## config.mk

```make
export PLATFORM = sky130hd
export DESIGN_NAME = wb_retire_monitor_flat
export DESIGN_NICKNAME = d
export VERILOG_FILES = /design/src/rtl/wb_retire_pkg.sv /design/src/rtl/wb_retire_monitor_if.sv /design/src/rtl/retire_fifo.sv /design/src/rtl/wb_retire_monitor.sv /design/src/flat_wrapper.sv
export SDC_FILE = /design/constraint.sdc
export NUM_CORES = 1
export LEC_CHECK = 0
export ABC_AREA = 1
export BUFFER_PORTS_ARGS = -buffer_cell sky130_fd_sc_hd__clkbuf_2
export CAP_MARGIN = 20
export CORE_MARGIN = 1.5
export CORE_UTILIZATION = 51
export CTS_BUF_LIST = sky130_fd_sc_hd__clkbuf_4 sky130_fd_sc_hd__clkbuf_8
export DETAILED_ROUTE_END_ITERATION = 10
export PLACE_DENSITY = 0.73
export SETUP_SLACK_MARGIN = 0.2
export SYNTH_ARGS = -nofsm -noshare
export SYNTH_HDL_FRONTEND = slang
export SYNTH_HIERARCHICAL = 1
export SYNTH_SLANG_ARGS = --single-unit
```

## constraint.sdc

```tcl
create_clock -name clk -period 4.65 [get_ports clk]
set_input_delay 0.2325 -clock clk [delete_from_list [all_inputs] [get_ports clk]]
set_output_delay 0.2325 -clock clk [all_outputs]
set_load 0.05 [all_outputs]
```

## src/rtl/wb_retire_pkg.sv

```systemverilog
// wb_retire_pkg: shared types for the writeback retirement monitor.
//   trace_kind_e : kind of a trace record (NOP/branch, REG, STORE, HALT)
//   retire_rec_t : one trace FIFO entry
//   state_e      : monitor FSM state (TIMEOUT exists only when
//                  WB_RETIRE_CYCLE_LIMIT_EN is defined)
//   make_rec     : builds a record from the writeback bundle
package wb_retire_pkg;

  localparam int REC_DATA_W = 16;
  localparam int REC_REG_AW = 4;

  typedef enum logic [1:0] {
    KIND_NOP   = 2'd0,
    KIND_REG   = 2'd1,
    KIND_STORE = 2'd2,
    KIND_HALT  = 2'd3
  } trace_kind_e;

  typedef struct packed {
    trace_kind_e             kind;
    logic                    load;
    logic [REC_DATA_W-1:0]   pc;
    logic [REC_REG_AW-1:0]   reg_idx;
    logic [REC_DATA_W-1:0]   data;
    logic [REC_DATA_W-1:0]   addr;
  } retire_rec_t;

  typedef enum logic [1:0] {
    ST_RUN     = 2'd0,
    ST_HALTED  = 2'd1
`ifdef WB_RETIRE_CYCLE_LIMIT_EN
    ,ST_TIMEOUT = 2'd2
`endif
  } state_e;

  // Kind priority is halt > register write > store > NOP. Fields that do
  // not belong to the chosen kind are zeroed so the debug port is clean.
  function automatic retire_rec_t make_rec(
    input logic                  halt,
    input logic                  regwrite,
    input logic                  memread,
    input logic                  memwrite,
    input logic [REC_DATA_W-1:0] pc,
    input logic [REC_REG_AW-1:0] dst_reg,
    input logic [REC_DATA_W-1:0] dst_data,
    input logic [REC_DATA_W-1:0] mem_addr,
    input logic [REC_DATA_W-1:0] mem_data
  );
    retire_rec_t r;
    r    = '0;
    r.pc = pc;
    if (halt) begin
      r.kind = KIND_HALT;
    end else if (regwrite) begin
      r.kind    = KIND_REG;
      r.load    = memread;
      r.reg_idx = dst_reg;
      r.data    = dst_data;
      r.addr    = memread ? mem_addr : '0;
    end else if (memwrite) begin
      r.kind = KIND_STORE;
      r.data = mem_data;
      r.addr = mem_addr;
    end else begin
      r.kind = KIND_NOP;
    end
    return r;
  endfunction

endpackage

```

## src/rtl/wb_retire_monitor_if.sv

```systemverilog
// wb_retire_monitor_if: writeback retirement bundle plus trace debug port.
//   wb_*    : per-cycle retirement bundle from the writeback stage
//   trace_* : FIFO head record and its valid/ready handshake
// Handshake: a record transfers on a rising clk edge where trace_valid and
// trace_ready are both 1. While trace_valid=1 and trace_ready=0 the record
// payload is held stable; trace_valid never depends on trace_ready.
// Modports: master = pipeline/consumer side, slave = the monitor.
interface wb_retire_monitor_if #(
  parameter int DATA_W = 16,
  parameter int REG_AW = 4
);
  logic              wb_valid;
  logic [DATA_W-1:0] wb_pc;
  logic              wb_regwrite;
  logic              wb_memread;
  logic              wb_memwrite;
  logic              wb_halt;
  logic [REG_AW-1:0] wb_dst_reg;
  logic [DATA_W-1:0] wb_dst_data;
  logic [DATA_W-1:0] wb_mem_addr;
  logic [DATA_W-1:0] wb_mem_data;

  logic              trace_valid;
  logic              trace_ready;
  logic [1:0]        trace_kind;
  logic              trace_load;
  logic [DATA_W-1:0] trace_pc;
  logic [REG_AW-1:0] trace_reg;
  logic [DATA_W-1:0] trace_data;
  logic [DATA_W-1:0] trace_addr;

  modport master (
    output wb_valid, wb_pc, wb_regwrite, wb_memread, wb_memwrite, wb_halt,
           wb_dst_reg, wb_dst_data, wb_mem_addr, wb_mem_data, trace_ready,
    input  trace_valid, trace_kind, trace_load, trace_pc, trace_reg,
           trace_data, trace_addr
  );

  modport slave (
    input  wb_valid, wb_pc, wb_regwrite, wb_memread, wb_memwrite, wb_halt,
           wb_dst_reg, wb_dst_data, wb_mem_addr, wb_mem_data, trace_ready,
    output trace_valid, trace_kind, trace_load, trace_pc, trace_reg,
           trace_data, trace_addr
  );
endinterface

```

## src/rtl/retire_fifo.sv

```systemverilog
// retire_fifo: synchronous FIFO of retire_rec_t records.
//   clk, rst_n : clock, synchronous active-low reset (empties the FIFO)
//   push, push_rec : write request and record; accepted if not full or
//                    if a pop happens in the same cycle
//   pop        : remove head (ignored when empty)
//   head       : current head entry (read from storage registers)
//   full, empty: occupancy flags
module retire_fifo
  import wb_retire_pkg::*;
#(
  parameter int DEPTH = 4
) (
  input  logic        clk,
  input  logic        rst_n,
  input  logic        push,
  input  retire_rec_t push_rec,
  input  logic        pop,
  output retire_rec_t head,
  output logic        full,
  output logic        empty
);
  localparam int AW = $clog2(DEPTH);

  retire_rec_t mem [DEPTH];
  // Extra MSB on each pointer separates full (MSBs differ) from empty.
  logic [AW:0] wr_ptr;
  logic [AW:0] rd_ptr;
  logic        wr_en;
  logic        rd_en;

  assign empty = (wr_ptr == rd_ptr);
  assign full  = (wr_ptr[AW] != rd_ptr[AW]) && (wr_ptr[AW-1:0] == rd_ptr[AW-1:0]);
  assign rd_en = pop & ~empty;
  assign wr_en = push & (~full | rd_en);
  assign head  = mem[rd_ptr[AW-1:0]];

  always_ff @(posedge clk) begin
    if (!rst_n) begin
      wr_ptr <= '0;
      rd_ptr <= '0;
    end else begin
      if (wr_en) wr_ptr <= wr_ptr + 1'b1;
      if (rd_en) rd_ptr <= rd_ptr + 1'b1;
    end
  end

  // Storage needs no reset: entries are only visible once pointed to.
  always_ff @(posedge clk) begin
    if (wr_en) mem[wr_ptr[AW-1:0]] <= push_rec;
  end
endmodule

```

## src/rtl/wb_retire_monitor.sv

```systemverilog
// wb_retire_monitor: retirement monitor at the writeback end of the pipeline.
// Owns the sticky hlt output, saturating retired-instruction and cycle
// counters, and a trace FIFO draining records over a valid/ready port.
//   clk, rst_n  : clock, synchronous active-low reset
//   bus         : wb_retire_monitor_if.slave (wb_* bundle in, trace_* out)
//   hlt         : processor halted (sticky until reset)
//   inst_count  : retired instructions (HLT included)
//   cycle_count : cycles spent in RUN since reset release
//   trace_ovf   : sticky, a record was dropped on a full FIFO
//   timeout     : sticky cycle-limit hit (only with WB_RETIRE_CYCLE_LIMIT_EN)
//   dbg_state   : current FSM state
// Optional feature macro: WB_RETIRE_CYCLE_LIMIT_EN (cycle watchdog that
// forces a TIMEOUT state after MAX_CYCLES cycles in RUN).
module wb_retire_monitor
  import wb_retire_pkg::*;
#(
  parameter int DATA_W     = 16,
  parameter int REG_AW     = 4,
  parameter int FIFO_DEPTH = 4,
  parameter int CNT_W      = 32,
  parameter int MAX_CYCLES = 100000
) (
  input  logic                 clk,
  input  logic                 rst_n,
  wb_retire_monitor_if.slave   bus,
  output logic                 hlt,
  output logic [CNT_W-1:0]     inst_count,
  output logic [CNT_W-1:0]     cycle_count,
  output logic                 trace_ovf,
`ifdef WB_RETIRE_CYCLE_LIMIT_EN
  output logic                 timeout,
`endif
  output state_e               dbg_state
);
`ifndef WB_RETIRE_CYCLE_LIMIT_EN
  localparam int unused_max_cycles = MAX_CYCLES;
`endif

  state_e      state;
  state_e      state_next;
  logic        push_req;
  logic        count_inst;
  logic        count_cycle;
  logic        pop;
  logic        fifo_full;
  logic        fifo_empty;
  retire_rec_t rec_in;
  retire_rec_t head;

  always_comb begin
    state_next  = state;
    push_req    = 1'b0;
    count_inst  = 1'b0;
    count_cycle = 1'b0;
    rec_in      = make_rec(bus.wb_halt, bus.wb_regwrite, bus.wb_memread,
                           bus.wb_memwrite, bus.wb_pc, bus.wb_dst_reg,
                           bus.wb_dst_data, bus.wb_mem_addr, bus.wb_mem_data);
    case (state)
      ST_RUN: begin
`ifdef WB_RETIRE_CYCLE_LIMIT_EN
        // The watchdog wins over a retire in the same cycle; that retire
        // is neither counted nor traced.
        if (cycle_count >= CNT_W'(MAX_CYCLES)) begin
          state_next  = ST_TIMEOUT;
          push_req    = 1'b1;
          rec_in      = '0;
          rec_in.kind = KIND_HALT;
          rec_in.pc   = '1;
        end else
`endif
        begin
          count_cycle = 1'b1;
          if (bus.wb_valid) begin
            push_req   = 1'b1;
            count_inst = 1'b1;
            if (bus.wb_halt) state_next = ST_HALTED;
          end
        end
      end
      default: ;  // halted states absorb until reset
    endcase
  end

  always_ff @(posedge clk) begin
    if (!rst_n) begin
      state       <= ST_RUN;
      inst_count  <= '0;
      cycle_count <= '0;
      trace_ovf   <= 1'b0;
    end else begin
      state <= state_next;
      if (count_cycle && (cycle_count != '1)) cycle_count <= cycle_count + 1'b1;
      if (count_inst && (inst_count != '1))   inst_count  <= inst_count + 1'b1;
      if (push_req && fifo_full && !pop)      trace_ovf   <= 1'b1;
    end
  end

  assign pop = ~fifo_empty & bus.trace_ready;

  retire_fifo #(.DEPTH(FIFO_DEPTH)) u_fifo (
    .clk      (clk),
    .rst_n    (rst_n),
    .push     (push_req),
    .push_rec (rec_in),
    .pop      (pop),
    .head     (head),
    .full     (fifo_full),
    .empty    (fifo_empty)
  );

  // Payload reads as zero when no record is present.
  assign bus.trace_valid = ~fifo_empty;
  assign bus.trace_kind  = fifo_empty ? 2'b00 : head.kind;
  assign bus.trace_load  = ~fifo_empty & head.load;
  assign bus.trace_pc    = fifo_empty ? '0 : DATA_W'(head.pc);
  assign bus.trace_reg   = fifo_empty ? '0 : REG_AW'(head.reg_idx);
  assign bus.trace_data  = fifo_empty ? '0 : DATA_W'(head.data);
  assign bus.trace_addr  = fifo_empty ? '0 : DATA_W'(head.addr);

  assign hlt       = (state != ST_RUN);
  assign dbg_state = state;
`ifdef WB_RETIRE_CYCLE_LIMIT_EN
  assign timeout   = (state == ST_TIMEOUT);
`endif
endmodule

```

## src/flat_wrapper.sv

```systemverilog
// flat-port wrapper written by rule: the top's interface ports become plain ports
module wb_retire_monitor_flat import wb_retire_pkg::*;
#(
  parameter int DATA_W     = 16,
  parameter int REG_AW     = 4,
  parameter int FIFO_DEPTH = 4,
  parameter int CNT_W      = 32,
  parameter int MAX_CYCLES = 100000
)
  (clk, rst_n, hlt, inst_count, cycle_count, trace_ovf, dbg_state, bus_wb_valid, bus_wb_pc, bus_wb_regwrite, bus_wb_memread, bus_wb_memwrite, bus_wb_halt, bus_wb_dst_reg, bus_wb_dst_data, bus_wb_mem_addr, bus_wb_mem_data, bus_trace_ready, bus_trace_valid, bus_trace_kind, bus_trace_load, bus_trace_pc, bus_trace_reg, bus_trace_data, bus_trace_addr);
  wb_retire_monitor_if #(.DATA_W(DATA_W), .REG_AW(REG_AW)) bus_i ();
  input  logic clk;
  input  logic rst_n;
  output logic hlt;
  output logic [CNT_W-1:0] inst_count;
  output logic [CNT_W-1:0] cycle_count;
  output logic trace_ovf;
  output state_e dbg_state;
  input wire logic [$bits(bus_i.wb_valid)-1:0] bus_wb_valid;
  input wire logic [$bits(bus_i.wb_pc)-1:0] bus_wb_pc;
  input wire logic [$bits(bus_i.wb_regwrite)-1:0] bus_wb_regwrite;
  input wire logic [$bits(bus_i.wb_memread)-1:0] bus_wb_memread;
  input wire logic [$bits(bus_i.wb_memwrite)-1:0] bus_wb_memwrite;
  input wire logic [$bits(bus_i.wb_halt)-1:0] bus_wb_halt;
  input wire logic [$bits(bus_i.wb_dst_reg)-1:0] bus_wb_dst_reg;
  input wire logic [$bits(bus_i.wb_dst_data)-1:0] bus_wb_dst_data;
  input wire logic [$bits(bus_i.wb_mem_addr)-1:0] bus_wb_mem_addr;
  input wire logic [$bits(bus_i.wb_mem_data)-1:0] bus_wb_mem_data;
  input wire logic [$bits(bus_i.trace_ready)-1:0] bus_trace_ready;
  output wire logic [$bits(bus_i.trace_valid)-1:0] bus_trace_valid;
  output wire logic [$bits(bus_i.trace_kind)-1:0] bus_trace_kind;
  output wire logic [$bits(bus_i.trace_load)-1:0] bus_trace_load;
  output wire logic [$bits(bus_i.trace_pc)-1:0] bus_trace_pc;
  output wire logic [$bits(bus_i.trace_reg)-1:0] bus_trace_reg;
  output wire logic [$bits(bus_i.trace_data)-1:0] bus_trace_data;
  output wire logic [$bits(bus_i.trace_addr)-1:0] bus_trace_addr;
  assign bus_i.wb_valid = bus_wb_valid;
  assign bus_i.wb_pc = bus_wb_pc;
  assign bus_i.wb_regwrite = bus_wb_regwrite;
  assign bus_i.wb_memread = bus_wb_memread;
  assign bus_i.wb_memwrite = bus_wb_memwrite;
  assign bus_i.wb_halt = bus_wb_halt;
  assign bus_i.wb_dst_reg = bus_wb_dst_reg;
  assign bus_i.wb_dst_data = bus_wb_dst_data;
  assign bus_i.wb_mem_addr = bus_wb_mem_addr;
  assign bus_i.wb_mem_data = bus_wb_mem_data;
  assign bus_i.trace_ready = bus_trace_ready;
  assign bus_trace_valid = bus_i.trace_valid;
  assign bus_trace_kind = bus_i.trace_kind;
  assign bus_trace_load = bus_i.trace_load;
  assign bus_trace_pc = bus_i.trace_pc;
  assign bus_trace_reg = bus_i.trace_reg;
  assign bus_trace_data = bus_i.trace_data;
  assign bus_trace_addr = bus_i.trace_addr;
  wb_retire_monitor #(.DATA_W(DATA_W), .REG_AW(REG_AW), .FIFO_DEPTH(FIFO_DEPTH), .CNT_W(CNT_W), .MAX_CYCLES(MAX_CYCLES)) u_core (.clk(clk), .rst_n(rst_n), .bus(bus_i), .hlt(hlt), .inst_count(inst_count), .cycle_count(cycle_count), .trace_ovf(trace_ovf), .dbg_state(dbg_state));
endmodule
```

# --- Word level (Yosys, flattened, before mapping) ---
# Memory sizes are Yosys's and may differ from the RTL's. A register that Yosys moved wholly into a read port is not among the register bits.
# Cells that the tools add are included.
# W data, S select, Z words.
totals:
  regBits: 72
  latch_bits: 0
  ram_bits: 220
  rom_bits: 0
  word_cells: 53
  memories: 1
memory_table:
  columns: ["name", "words", "width", "read_ports", "rd_clocked_by_memory_dff", "wr", "line_no", "rtl"]
  rows:
  - ["u_core.u_fifo.mem", 4, 55, 1, 1, 1, "retire_fifo.sv:24", "retire_rec_t mem [DEPTH];"]
classes:
  n_addsub: 4
  mul: 0
  div_mod_pow: 0
  n_lt_le_gt_ge: 0
  n_eq_ne: 5
  shifts: 0
  muxes: 22
  n_bitwise: 7
  n_reduce_logical: 8
op_table:
  columns: ["op", "count"]
  rows:
  - ["$add A32 B1 Y32 const B", 2]
  - ["$mux W16", 4]
  - ["$mux W32", 2]
  - ["$ne A32 B32 Y1 const B", 2]
  - ["$mux W36", 1]
  - ["$mux W2", 6]
  - ["$mux W4", 2]
  - ["$mux W1", 7]
  - ["$add A3 B1 Y3 const B", 2]
  - ["$logic_and A1 B1 Y1", 5]
  - ["$and A1 B1 Y1", 4]
  - ["$eq A3 B3 Y1", 1]
  - ["$reduce_and A3 Y1", 1]
  - ["$eq A2 B2 Y1", 1]
  - ["$logic_not A2 Y1", 1]
  - ["$not A1 Y1", 2]
  - ["$logic_not A1 Y1", 1]
  - ["$ne A1 B1 Y1", 1]
  - ["$or A1 B1 Y1", 1]

# --- Logic depth before layout (Yosys ltp) ---
# Gate-level depths: netlist of the first run.
logic_depth:
  word_depth: 8
  ltp_mapped: 12
  depth_no_buf: 12

# --- Cells and area by module ---
# The synthesis of the first run kept the hierarchy.
modules_own_cells:
  columns: ["mod", "instances", "cells_per_inst", "area_each_um2", "seq_area_each_um2"]
  rows:
  - ["retire_fifo", 1, 598, 8550.7, 6766.5]
  - ["wb_retire_monitor", 1, 881, 4802.1, 1321.3]

# --- Worst setup path before layout of the first run ---
# No wires, ideal clock.
synth_path:
  path_kind: "register to register"
  startpoint: "register u_core.u_fifo.wr_ptr[1]"
  endpoint: "memory u_core/u_fifo/mem[0][0] (netlist name) (enable)"
  setup_time_ns: 0.468
  arrival_time_ns: 3.576
  required_ns: 4.182
  path_slack_ns: 0.606
  path_stages_with_launch: 11
  cell_sequence: "dfxtp_1 inv_1 nand2_1 nand2_1 nand3_2 inv_1 nor2_1 inv_1 nand4_2 nand2_2 nor2_1"
synth_via:
  elab_chain_cells: 8
  elab_cells_between_ends: 11
synth_lines:
  columns: ["element", "line_no", "rtl"]
  rows:
  - ["start: declaration", "retire_fifo.sv:26", "logic [AW:0] wr_ptr;"]
  - ["start signal: assignment", "retire_fifo.sv:42", "if (wr_en) wr_ptr <= wr_ptr + 1'b1;"]
  - ["$eq A3 B3 Y1", "retire_fifo.sv:31", "assign empty = (wr_ptr == rd_ptr);"]
  - ["net u_core.fifo_empty", "wb_retire_monitor.sv:46", "logic fifo_empty;"]
  - ["$not A1 Y1", "wb_retire_monitor.sv:98", "assign pop = ~fifo_empty & bus.trace_ready;"]
  - ["$and A1 B1 Y1", "wb_retire_monitor.sv:98", null]
  - ["net u_core.pop", "wb_retire_monitor.sv:44", "logic pop;"]
  - ["$and A1 B1 Y1", "retire_fifo.sv:33", "assign rd_en = pop & ~empty;"]
  - ["$or A1 B1 Y1", "retire_fifo.sv:34", "assign wr_en = push & (~full | rd_en);"]
  - ["$and A1 B1 Y1", "retire_fifo.sv:34", null]
  - ["$mux W1", "retire_fifo.sv:49", "if (wr_en) mem[wr_ptr[AW-1:0]] <= push_rec;"]
  - ["$mux W1 (implied by the code)", "retire_fifo.sv:49", null]
  - ["end: declaration", "retire_fifo.sv:24", null]
# The timed path passes the listed nets, and every way through them passes these cells.

# --- Worst setup path after layout of the first run ---
layout_path:
  startpoint: "register u_core.u_fifo.wr_ptr[1]"
  endpoint: "memory u_core/u_fifo/mem[3][36] (netlist name) (enable)"
# The elaborated chain is that of the path after synthesis.

==> impl_metrics.py, run 1 <==
metrics = {
    "critical_path": {
        "path_buf_inv": 4,
        "cp_cell_sequence": "inv_1 -> nand2_1 -> nand2_1 -> nand3_2 -> inv_2 -> nor2_1 -> inv_1 -> nand4_2 -> nand2_2 -> nor2_4 -> buf_4",
        "reg2reg_setup_slack_ps": 1280,
        "reg2reg_depth": 11,
        "startpoint": "u_core/u_fifo/wr_ptr[1]",
        "critical_path.reg2reg.endpoint": "u_core/u_fifo/mem[3][36]",
        "cp_max_fo": 57,
        "worst-endpoint-arrival_ps": 3640,
        "startpoint_of_the_lowest_slack_register_to_register_path": "u_core/u_fifo/wr_ptr[1]",
        "type_of_destination_of_the_critical_path": "flop",
        "worst_setup_path_class": "reg2reg",
        "required_time_at_the_endpoint_of_the_critical_path_ps": 4920,
        "startpoint_type": "flop",
        "critPathMaxStageDelay_ps": 760,
        "slowest_stage": "sky130_fd_sc_hd__nor2_4",
        "cpLargestDelayFamily": "simple AND/OR/NAND/NOR gates",
    },
    "placement": {
        "placed_cells": 1959,
        "placement.io_buffers": 198,
        "post_dp_cell_area_sq_um": 14600,
        "hpwlAfterDp_mm": 20.1,
        "gp_congestion": 0.890,
    },
    "power_and_ir_drop": {
        "power_report.internal_total_mw": 4.37,
        "power.net_switching_mw": 1.84,
        "max-vdd-ir-drop_mv": 0.234,
        "power_per_cell_area_nw_per_um2": 392,
        "power_frac_comb_pct": 16.8,
        "swShare_pct": 29.6,
        "power.static_leakage_nw": 6.42,
        "share_of_total_power_in_the_clock_network_pct": 35.7,
        "fraction_of_power_consumed_by_sequential_logic_pct": 47.5,
    },
    "clocking": {
        "clk_latency_ps": 580,
        "clock_root_buffer": "sky130_fd_sc_hd__clkbuf_8",
        "cts_htree_levels": 2,
        "clock-sinks": 294,
        "tritoncts": "yes",
        "ctsLongestPathBuffers": 3,
        "cts-resized-gates": 0,
        "cts_hold_buf": 25,
        "cts.reportedPaths.clkPinSlew_ps": 60,
        "post_cts.repair.setup_buffers": 0,
        "clock_buffers_created_by_tritoncts": 49,
    },
    "synthesis": {
        "ys_seq_elements": 294,
        "synth_net_count": 1562,
        "synth_seq_area_share_pct": 60.6,
        "syn_avg_cell_area_sq_um": 9.03,
        "post_synth_arst_share_pct": 0,
        "synth-warning-count": 6,
        "netlist_area_sq_um": 13400,
        "postSynthCellCount": 1479,
        "synth_flop_cell": "sky130_fd_sc_hd__edfxtp_1",
        "synth_cell_type_count": 37,
        "synth-edff-count": 220,
    },
    "sta": {
        "fin_skew_ps": 21.3,
        "setup_total_neg_slack_ps": 0,
        "min_period_ps": 3370,
        "report.final.slew_viol_count": 0,
        "slew_worst_pin_ps": 1080,
        "finalCritPeriodShare_pct": 72.5,
        "finalHoldViolations": 0,
        "worst_hold_slack_ps": 29.4,
        "grt_setup_unrepaired": "no",
        "max_freq_mhz": 297,
        "headroom_to_the_max_slew_limit_pct": 28.2,
        "finalSetupViolCount": 0,
    },
    "routing": {
        "drt-wirelength-per-cell_um": 15.2,
        "wl_mm": 31.5,
        "routed_via_density": 5.18,
        "drtPass1Iterations": 5,
        "drt_iter0_drc": 725,
        "vias": 10700,
        "antenna_violating_nets_left": 0,
        "remaining_drc_errors": 0,
    },
    "die": {
        "number_of_placement_rows": 59,
        "die-height_um": 165,
        "die-area_sq_um": 27200,
        "fp.coreArea_sq_um": 25900,
        "design.portCount": 200,
        "initial_utilization_pct": 51.5,
        "dieWidth_um": 165,
    },
    "global_route": {
        "grt_util_all_layers_pct": 23.2,
        "grt_remaining_overflow": 0,
        "wire_length_of_the_first_global_routing_pass_mm": 49.5,
        "vias_in_the_first_global_route": 10000,
        "grt_start_max_net_pins": 111,
        "number_of_antenna_violations_at_the_first_check_in_global_routing": 2,
    },
    "cells_and_area": {
        "fillers": 2242,
        "drive_gt1_share_pct": 18.6,
        "design_area_sq_um": 15800,
        "syn2layout_area_growth_pct": 18.6,
        "fin_cells": 2075,
        "post_layout_net_count": 1784,
        "final_core_utilization_pct": 61.1,
    },
    "job": {
        "drv_cap": 0,
    },
    "hold_path": {
        "min-delay-path-class": "in2reg",
        "hold_path_depth": 3,
        "worst_hold_path.endpoint": "u_core/u_fifo/mem[1][34]",
        "hp-start": "bus_wb_dst_reg[2]",
    },
    "status": {
        "outcome": "completed",
    },
}
## layout by cell type, fill, tap and decap left out, types with 2 or more instances in the layout
cell type and instances:
sky130_fd_sc_hd__dlygate4sd3_1 25, sky130_fd_sc_hd__o22ai_1 56, sky130_fd_sc_hd__inv_1 138, sky130_fd_sc_hd__nor2_1 354, sky130_fd_sc_hd__clkbuf_8 51, sky130_fd_sc_hd__xor2_1 13
sky130_fd_sc_hd__o21ai_0 75, sky130_fd_sc_hd__clkbuf_2 198, sky130_fd_sc_hd__buf_4 12, sky130_fd_sc_hd__clkbuf_4 24, sky130_fd_sc_hd__edfxtp_1 220, sky130_fd_sc_hd__clkinv_2 2
sky130_fd_sc_hd__dfxtp_1 73, sky130_fd_sc_hd__inv_2 5, sky130_fd_sc_hd__nand2_2 7, sky130_fd_sc_hd__nand2_1 246, sky130_fd_sc_hd__nand4_1 8, sky130_fd_sc_hd__clkinv_1 11
sky130_fd_sc_hd__nor2_4 5, sky130_fd_sc_hd__diode_2 2, sky130_fd_sc_hd__nor2_2 6, sky130_fd_sc_hd__ha_1 7, sky130_fd_sc_hd__o21ai_1 47, sky130_fd_sc_hd__nor3_1 7
sky130_fd_sc_hd__nand3_1 64, sky130_fd_sc_hd__nand3b_1 2, sky130_fd_sc_hd__a21oi_1 58, sky130_fd_sc_hd__xnor2_1 7
## worst min-delay path: cells and delay by family
kind          cells  cell delay [ps]
buf+inv           1               80
simple gates      2              120
## flip-flops by register name, summed over array words and instances (netlist names), named ones only
name / count
u_core/u_fifo/rd_ptr: 3
u_core/inst_count: 32
u_core/u_fifo/wr_ptr: 3
u_core/trace_ovf: 1
u_core/u_fifo/mem: 220
u_core/dbg_state: 1
u_core/cycle_count: 32
## logic make-up after synthesis
logic type / count (synthesis) / synth area share (%)
and+or+nand+nor: 705 / 21.4
DFF: 294 / 60.6
AOI/OAI and AO/OA: 239 / 9.54
buffers and inverters: 212 / 6.37
xor gates and xnor gates: 21 / 1.43
adders and majority gates: 7 / 0.656
other: 1 / 0.0281
## layout make-up
type / count / area [sq um] / share of cell area [%]
sequential: 294 / 8090 / 51.1
inverter: 146 / 549 / 3.47
clock inverter: 13 / 73.8 / 0.466
clock buffer: 75 / 882 / 5.57
tap: 335 / 419 / 2.65
antenna: 2 / 5.00 / 0.0316
multi-input combinational: 973 / 4440 / 28.1
timing repair buffer: 237 / 1370 / 8.63
## metal layers
layer	share of wire [%]	vias to the layer above	global-route usage (%)	wire [um]
met5	0	-	0	0
met4	2.5	0	8.64	776
met3	7.0	56	4.29	2190
met2	49	399	39.4	15300
met1	42	4942	29.4	13200
li1	-	5352	-	-
## per-stage QoR
step	worst slack [ps]	total power [mW]
floorplan	606	3.77
global placement	1330	4.01
detailed placement	1260	4.03
CTS	1240	6.25
global route	1010	6.46
finish	1280	6.20
## synth_stat cells (2+ instances only)
master	instances	area share (%)
sky130_fd_sc_hd__a21oi_1	58	2.2
sky130_fd_sc_hd__nand3_1	64	2.4
sky130_fd_sc_hd__nand2_1	246	6.9
sky130_fd_sc_hd__nor3_1	7	0.26
sky130_fd_sc_hd__nand3b_1	2	0.11
sky130_fd_sc_hd__buf_4	4	0.22
sky130_fd_sc_hd__xor2_1	13	0.85
sky130_fd_sc_hd__o22ai_1	56	2.6
sky130_fd_sc_hd__buf_6	2	0.17
sky130_fd_sc_hd__edfxtp_1	220	49
sky130_fd_sc_hd__inv_1	139	3.9
sky130_fd_sc_hd__dfxtp_1	74	11
sky130_fd_sc_hd__nand4_1	8	0.37
sky130_fd_sc_hd__clkbuf_1	37	1.0
sky130_fd_sc_hd__buf_2	20	0.75
sky130_fd_sc_hd__ha_1	7	0.66
sky130_fd_sc_hd__o21ai_0	75	2.8
sky130_fd_sc_hd__buf_1	3	0.084
sky130_fd_sc_hd__nor2_2	6	0.28
sky130_fd_sc_hd__xnor2_1	7	0.46
sky130_fd_sc_hd__nand2_2	7	0.33
sky130_fd_sc_hd__o21ai_1	47	1.8
sky130_fd_sc_hd__inv_2	5	0.14
sky130_fd_sc_hd__nor2_1	358	10
sky130_fd_sc_hd__clkinv_1	2	0.056
## power by group through the flow
| stage | clock network [mW] | logic [mW] | registers (mW) |
|---|---|---|---|
| 3_3_place_gp | 0 | 1.02 | 3.00 |
| 3_5_place_dp | 0 | 1.03 | 3.00 |
| 5_1_grt | 2.37 | 1.13 | 2.95 |
| 2_1_floorplan | 0 | 0.740 | 3.03 |
| 4_1_cts | 2.26 | 1.05 | 2.94 |
| 6_report | 2.21 | 1.04 | 2.94 |
## worst max path at each step
stage	end	slack, ps	cells past startpoint
floorplan	u_core/u_fifo/mem[0][0]	610	10
global placement	u_core/u_fifo/mem[2][9]	1330	11
detailed placement	u_core/u_fifo/mem[3][46]	1260	11
CTS	u_core/u_fifo/mem[3][36]	1240	11
global route	u_core/u_fifo/mem[3][36]	1010	11
finish	u_core/u_fifo/mem[3][36]	1280	11
Power figures use the tool's default switching activity.
==> run 2, diff against run 1 <==
--- a/config.mk
+++ b/config.mk
@@ -5,14 +5,14 @@
 export SDC_FILE = /design/constraint.sdc
 export NUM_CORES = 1
 export LEC_CHECK = 0
-export ABC_AREA = 1
+export ABC_AREA = 0
 export BUFFER_PORTS_ARGS = -buffer_cell sky130_fd_sc_hd__clkbuf_2
 export CAP_MARGIN = 20
 export CORE_MARGIN = 1.5
 export CORE_UTILIZATION = 51
 export CTS_BUF_LIST = sky130_fd_sc_hd__clkbuf_4 sky130_fd_sc_hd__clkbuf_8
 export DETAILED_ROUTE_END_ITERATION = 10
-export PLACE_DENSITY = 0.73
+export PLACE_DENSITY = 0.76
 export SETUP_SLACK_MARGIN = 0.2
 export SYNTH_ARGS = -nofsm -noshare
 export SYNTH_HDL_FRONTEND = slang
==> constraint.sdc (replaced) <==
create_clock -name clk -period 2.8 [get_ports clk]
set_input_delay 0.14 -clock clk [delete_from_list [all_inputs] [get_ports clk]]
set_output_delay 0.14 -clock clk [all_outputs]
set_load 0.05 [all_outputs]
==> impl_metrics.py, run 2 <==
metrics = {
    "sta": {
        "fin_skew_ps": 21.7,
        "max_freq_mhz": 413,
        "fin_worst_setup_slack_ps": 379,
        "finalCritPeriodShare_pct": 86.5,
        "finalSetupViolCount": 0,
        "headroom_to_the_max_slew_limit_pct": 63.2,
        "slew_worst_pin_ps": 546,
        "report.final.slew_viol_count": 0,
        "finalHoldViolations": 0,
        "grt_setup_unrepaired": "no",
        "min_period_ps": 2420,
    },
    "synthesis": {
        "synth_seq_area_share_pct": 64.5,
        "synth-warning-count": 6,
        "synth_cell_type_count": 59,
        "synth_most_common_cell": "sky130_fd_sc_hd__edfxtp_1",
        "synthTopCellsByCount": "sky130_fd_sc_hd__edfxtp_1, sky130_fd_sc_hd__dfxtp_1, sky130_fd_sc_hd__nor2b_1, sky130_fd_sc_hd__mux4_2, sky130_fd_sc_hd__nand2_1",
        "syn_avg_cell_area_sq_um": 14.8,
        "synth.top_cells.by_area": "sky130_fd_sc_hd__edfxtp_1, sky130_fd_sc_hd__dfxtp_1, sky130_fd_sc_hd__mux4_2",
        "ys_seq_elements": 294,
        "post_synth_arst_share_pct": 0,
        "synth_flop_cell": "sky130_fd_sc_hd__edfxtp_1",
        "synth_net_count": 929,
        "synth_top_area_cell": "sky130_fd_sc_hd__edfxtp_1",
        "postSynthCellCount": 846,
        "synth-edff-count": 220,
        "netlist_area_sq_um": 12500,
        "synth_largest_type_area_fraction_pct": 52.7,
    },
    "critical_path": {
        "reg2reg_depth": 8,
        "slowest_stage": "sky130_fd_sc_hd__dfxtp_1",
        "cp_cell_sequence": "xnor2_2 -> nand2_1 -> nor2_4 -> buf_12 -> nor2b_1 -> clkbuf_2",
        "reg2reg_setup_slack_ps": 420,
        "worst-endpoint-arrival_ps": 2280,
        "critical_path.reg2reg.endpoint": "u_core/u_fifo/mem[2][21]",
        "required_time_at_the_endpoint_of_the_critical_path_ps": 2660,
        "startpoint_of_the_lowest_slack_register_to_register_path": "u_core/u_fifo/wr_ptr[1]",
        "startpoint_type": "flop",
        "worst_setup_path_class": "reg2out",
        "critPathMaxStageDelay_ps": 370,
        "cp_max_fo": 56,
        "type_of_destination_of_the_critical_path": "output port",
    },
    "routing": {
        "drtPass1Iterations": 4,
        "wl_mm": 27.2,
        "vias": 8267,
        "drt-wirelength-per-cell_um": 18.1,
        "drt_iter0_drc": 476,
        "antenna_violating_nets_left": 0,
        "routed_via_density": 5.50,
        "remaining_drc_errors": 0,
    },
    "cells_and_area": {
        "drive_gt1_share_pct": 33.1,
        "count_of_antenna_diodes_in_the_layout": 0,
        "layout.cells.most_common_list": "sky130_fd_sc_hd__edfxtp_1, sky130_fd_sc_hd__clkbuf_2, sky130_fd_sc_hd__dfxtp_1",
        "fillers": 1749,
        "syn2layout_area_growth_pct": 24.7,
        "post_layout_net_count": 1226,
        "final_core_utilization_pct": 64.5,
        "largest_register_ff_count": 220,
        "most_common_cell_after_layout_fill_and_taps_aside": "sky130_fd_sc_hd__edfxtp_1",
    },
    "clocking": {
        "clock_root_buffer": "sky130_fd_sc_hd__clkbuf_8",
        "cts.reportedPaths.clkPinSlew_ps": 60,
        "clock_buffers_created_by_tritoncts": 48,
        "tritoncts": "yes",
        "clk_latency_ps": 560,
        "cts_htree_levels": 2,
        "ctsLongestPathBuffers": 3,
        "clock-sinks": 294,
    },
    "global_route": {
        "number_of_antenna_violations_at_the_first_check_in_global_routing": 0,
        "grt_start_max_net_pins": 57,
        "vias_in_the_first_global_route": 8116,
        "grt_util_all_layers_pct": 20.9,
        "grt_remaining_overflow": 0,
        "wire_length_of_the_first_global_routing_pass_mm": 42.2,
    },
    "die": {
        "die-height_um": 160,
        "fp.coreArea_sq_um": 24200,
        "design.portCount": 200,
        "initial_utilization_pct": 51.7,
        "die-area_sq_um": 25500,
        "number_of_placement_rows": 57,
        "dieWidth_um": 160,
    },
    "hold_path": {
        "min-delay-path-class": "in2reg",
        "hold_path_depth": 2,
        "worst_hold_path.endpoint": "u_core/u_fifo/mem[3][0]",
        "hp-start": "bus_wb_mem_addr[0]",
    },
    "status": {
        "outcome": "completed",
    },
    "job": {
        "drv_cap": 0,
    },
    "placement": {
        "gp_congestion": 0.799,
        "hpwlAfterDp_mm": 17.1,
        "preCtsSetupSlack_ps": 298,
        "placement.io_buffers": 198,
    },
    "power_and_ir_drop": {
        "power_frac_comb_pct": 15.0,
        "total_power_mw": 9.82,
        "power_report.internal_total_mw": 7.18,
        "share_of_total_power_in_the_clock_network_pct": 35.0,
        "swShare_pct": 26.9,
        "power_per_cell_area_nw_per_um2": 628,
        "max-vdd-ir-drop_mv": 0.341,
        "power.static_leakage_nw": 5.56,
        "power.net_switching_mw": 2.64,
        "fraction_of_power_consumed_by_sequential_logic_pct": 49.9,
    },
}
run 2: cell types whose count changed in the layout (fill, tap and decap cells not counted), moves of 23 or more:
| cell | before | now |
|---|---|---|
| sky130_fd_sc_hd__nor2_1 | 354 | 21 |
| sky130_fd_sc_hd__nand2_1 | 246 | 44 |
| sky130_fd_sc_hd__inv_1 | 138 | 14 |
| sky130_fd_sc_hd__o21ai_0 | 75 | 16 |
| sky130_fd_sc_hd__nor2b_1 | 0 | 58 |
| sky130_fd_sc_hd__o22ai_1 | 56 | 0 |
| sky130_fd_sc_hd__mux4_2 | 0 | 55 |
| sky130_fd_sc_hd__nand3_1 | 64 | 18 |
| sky130_fd_sc_hd__o21ai_1 | 47 | 1 |
| sky130_fd_sc_hd__dlygate4sd3_1 | 25 | 65 |
| sky130_fd_sc_hd__a21oi_1 | 58 | 35 |
run 2: what timing repair did:
action	CTS	global route
buffers inserted	0	5
gates cloned	0	1
setup endpoints to repair	56	187
gates resized for setup	2	5
hold buffers	65	0
endpoints found under the hold margin	193	0
run 2: logic make-up (layout without fill, tap and decap cells):
logic type,count (synthesis),in the layout,share of synthesized area [%]
multiplexers,71,71,11.2
flip-flops,294,294,64.5
buffers and inverters,62,396,2.54
AND/OR/NAND/NOR,280,280,13.3
XOR/XNOR,18,18,1.44
adder cells (fa/ha/maj),7,7,0.698
AO/OA/AOI/OAI,113,113,6.40
other,1,1,0.0299
run 2: layout make-up:
cell class	instances	area, sq um	area share, %
sequential	294	8090	51.7
clock buffer	65	788	5.04
inverter	14	52.6	0.336
multi-input combinational	490	4190	26.8
tap	324	405	2.59
clock inverter	22	114	0.728
timing repair buffer	295	2000	12.8
run 2: worst max path at each step:
stage,startpoint,to,cells after the start
2_1_floorplan,u_core/u_fifo/rd_ptr[2],u_core/u_fifo/mem[3][0],5
3_3_place_gp,u_core/u_fifo/rd_ptr[2],u_core/u_fifo/mem[2][9],7
3_5_place_dp,u_core/u_fifo/rd_ptr[2],u_core/u_fifo/mem[2][6],7
4_1_cts,flop,bus_trace_data[4],4
5_1_grt,u_core/u_fifo/wr_ptr[1],bus_trace_addr[3],6
6_report,u_core/u_fifo/wr_ptr[1],bus_trace_data[8],6
run 2: layer usage:
layer / track usage (%) / up-vias / wire (um)
met1: 27.0 / 4019 / 11300
met4: 6.29 / 0 / 604
li1: - / 3896 / -
met5: 0 / - / 0
met3: 4.55 / 53 / 1930
met2: 35.7 / 299 / 13400
run 2: critical path: cells and delay by family (launching register included):
| family | cells | cell delay, ps |
|---|---|---|
| xor gates and xnor gates | 1 | 360 |
| buffers and inverters | 2 | 530 |
| DFF | 1 | 370 |
| and+or+nand+nor | 3 | 460 |
run 2: power groups by stage:
stage               Clock, mW  Sequential [mW]  Combinational, mW
floorplan                   0             5.01              0.983
global route             3.73             4.91               1.56
CTS                      3.54             4.91               1.46
detailed placement          0             5.00               1.37
global placement            0             4.99               1.35
finish                   3.44             4.90               1.48
run 2: metrics by stage:
stage	instances	TNS, ps	hold WS [ps]	cell area (sq um)
finish	1504	0	25.3	15600
global route	1504	0	23.2	15600
CTS	1498	0	9.56	15600
detailed placement	1346	0	366	14000
global placement	1346	0	361	14000
floorplan	846	-16170	239	12500
==> run 3, diff against run 2 <==
--- a/config.mk
+++ b/config.mk
@@ -8,11 +8,12 @@
 export ABC_AREA = 0
 export BUFFER_PORTS_ARGS = -buffer_cell sky130_fd_sc_hd__clkbuf_2
 export CAP_MARGIN = 20
-export CORE_MARGIN = 1.5
-export CORE_UTILIZATION = 51
+export CELL_PAD_IN_SITES_DETAIL_PLACEMENT = 0
+export CELL_PAD_IN_SITES_GLOBAL_PLACEMENT = 2
+export CORE_UTILIZATION = 37
 export CTS_BUF_LIST = sky130_fd_sc_hd__clkbuf_4 sky130_fd_sc_hd__clkbuf_8
 export DETAILED_ROUTE_END_ITERATION = 10
-export PLACE_DENSITY = 0.76
+export PLACE_DENSITY_LB_ADDON = 0.1
 export SETUP_SLACK_MARGIN = 0.2
 export SYNTH_ARGS = -nofsm -noshare
 export SYNTH_HDL_FRONTEND = slang
==> impl_metrics.py, run 3 (synthesis results as in run 2) <==
metrics = {
    "critical_path": {
        "cp_max_fo": 43,
        "required_time_at_the_endpoint_of_the_critical_path_ps": 3030,
        "critPathMaxStageDelay_ps": 480,
        "type_of_destination_of_the_critical_path": "flop",
        "cp_cell_sequence": "xnor2_4 -> nand2_1 -> nor2_4 -> nor2b_1 -> inv_1 -> a41oi_2 -> and2_2 -> buf_12",
        "startpoint_type": "flop",
        "startpoint_of_the_lowest_slack_register_to_register_path": "u_core/u_fifo/wr_ptr[1]",
        "slowest_stage": "sky130_fd_sc_hd__dfxtp_1",
        "startpoint": "u_core/u_fifo/wr_ptr[1]",
        "worst_setup_path_class": "reg2reg",
        "worst-endpoint-arrival_ps": 2610,
    },
    "clocking": {
        "cts.reportedPaths.clkPinSlew_ps": 60,
        "cts_htree_levels": 2,
        "ctsLongestPathBuffers": 3,
        "clock-sinks": 294,
        "clk_latency_ps": 560,
        "clock_root_buffer": "sky130_fd_sc_hd__clkbuf_8",
        "clock_buffers_created_by_tritoncts": 49,
        "tritoncts": "yes",
    },
    "placement": {
        "placement.io_buffers": 198,
        "preCtsSetupSlack_ps": 430,
        "gp_congestion": 0.712,
        "post_dp_cell_area_sq_um": 14200,
        "placed_cells": 1474,
        "hpwlAfterDp_mm": 18.2,
    },
    "power_and_ir_drop": {
        "total_power_mw": 10.4,
        "power_per_cell_area_nw_per_um2": 648,
        "power.static_leakage_nw": 5.66,
        "max-vdd-ir-drop_mv": 0.309,
    },
    "routing": {
        "routed_via_density": 4.97,
        "wl_mm": 29.0,
        "remaining_drc_errors": 0,
        "drtPass1Iterations": 5,
        "antenna_violating_nets_left": 0,
        "vias": 8122,
        "drt-wirelength-per-cell_um": 17.7,
        "drt_iter0_drc": 449,
    },
    "cells_and_area": {
        "drive_gt1_share_pct": 33.4,
        "final_core_utilization_pct": 47.8,
        "design_area_sq_um": 16000,
        "syn2layout_area_growth_pct": 27.5,
        "post_layout_net_count": 1231,
        "layout.cells.most_common_list": "sky130_fd_sc_hd__edfxtp_1, sky130_fd_sc_hd__clkbuf_2, sky130_fd_sc_hd__dfxtp_1",
        "fin_cells": 1635,
        "largest_register_ff_count": 220,
        "count_of_antenna_diodes_in_the_layout": 0,
        "fillers": 2983,
        "most_common_cell_after_layout_fill_and_taps_aside": "sky130_fd_sc_hd__edfxtp_1",
    },
    "sta": {
        "worst_hold_slack_ps": 31.4,
        "setup_total_neg_slack_ps": 0,
        "finalSetupViolCount": 0,
        "fin_skew_ps": 8.97,
        "slew_worst_pin_ps": 608,
        "finalCritPeriodShare_pct": 84.8,
        "report.final.slew_viol_count": 0,
        "max_freq_mhz": 421,
        "fin_worst_setup_slack_ps": 426,
        "headroom_to_the_max_slew_limit_pct": 59.4,
        "min_period_ps": 2370,
        "grt_setup_unrepaired": "yes",
        "finalHoldViolations": 0,
    },
    "global_route": {
        "wire_length_of_the_first_global_routing_pass_mm": 44.3,
        "grt_start_max_net_pins": 57,
        "vias_in_the_first_global_route": 7924,
        "grt_remaining_overflow": 0,
        "grt_util_all_layers_pct": 16.7,
        "number_of_antenna_violations_at_the_first_check_in_global_routing": 1,
    },
    "die": {
        "die-area_sq_um": 34600,
        "initial_utilization_pct": 37.5,
        "die-height_um": 186,
        "fp.coreArea_sq_um": 33400,
        "number_of_placement_rows": 67,
        "design.portCount": 200,
        "dieWidth_um": 186,
    },
    "hold_path": {
        "hp-start": "bus_wb_dst_data[0]",
        "min-delay-path-class": "in2reg",
    },
    "job": {
        "drv_cap": 0,
    },
    "status": {
        "outcome": "completed",
    },
}
## run 3: cell types whose count changed in the layout (fill, tap and decap cells not counted), moves of 3 or more
cell and delta:
sky130_fd_sc_hd__and2_2 +3, sky130_fd_sc_hd__and2_4 -3, sky130_fd_sc_hd__bufinv_16 +4, sky130_fd_sc_hd__clkbuf_4 -4, sky130_fd_sc_hd__clkbuf_8 +4, sky130_fd_sc_hd__clkinv_1 -4
sky130_fd_sc_hd__clkinv_2 +4, sky130_fd_sc_hd__dlygate4sd3_1 +5
## run 3: path summary, 6_finish.rpt
check / to / slack (ps) / depth (start not counted)
max: u_core/u_fifo/mem[0][6] / 430 / 8
min: u_core/u_fifo/mem[0][16] / 30 / 2
max reg2reg: u_core/u_fifo/mem[0][6] / 430 / 8
min reg2reg: u_core/trace_ovf / 480 / 2
## run 3: what timing repair did
item                                    4_1_cts  5_1_grt
buffers inserted                              1        0
hold endpoints to repair                    215        0
gates resized for setup                       2        3
endpoints found under the setup margin       56       56
hold buffers                                 70        0
## run 3: worst max-delay path, delay by kind of cell, from the launching register on
family	cells	cell delay [ps]
simple gates	4	680
xor+xnor	1	150
compound gates	1	290
flops	1	480
buf+inv	2	430
## run 3: cell type report
type	instances	area [sq um]	share of cell area [%]
clock inverters	25	235	1.47
repair buffers	299	2050	12.8
well taps	448	561	3.50
multi-input cells	490	4200	26.2
flip-flops and latches	294	8090	50.6
inverters	14	52.6	0.328
clock buffers	65	813	5.08
## run 3: report_power, final
part | internal (mW) | total [mW] | switching [mW]
Combinational | 0.498 | 1.48 | 0.978
Sequential | 4.85 | 4.90 | 0.0520
Clock | 2.28 | 4.00 | 1.71
Total | 7.63 | 10.4 | 2.74
## run 3: per-layer routing
metal	routed length, um	GRT usage, %
met4	487	4.56
met5	13	0
met2	13900	28.0
met1	13000	22.0
met3	1620	3.29
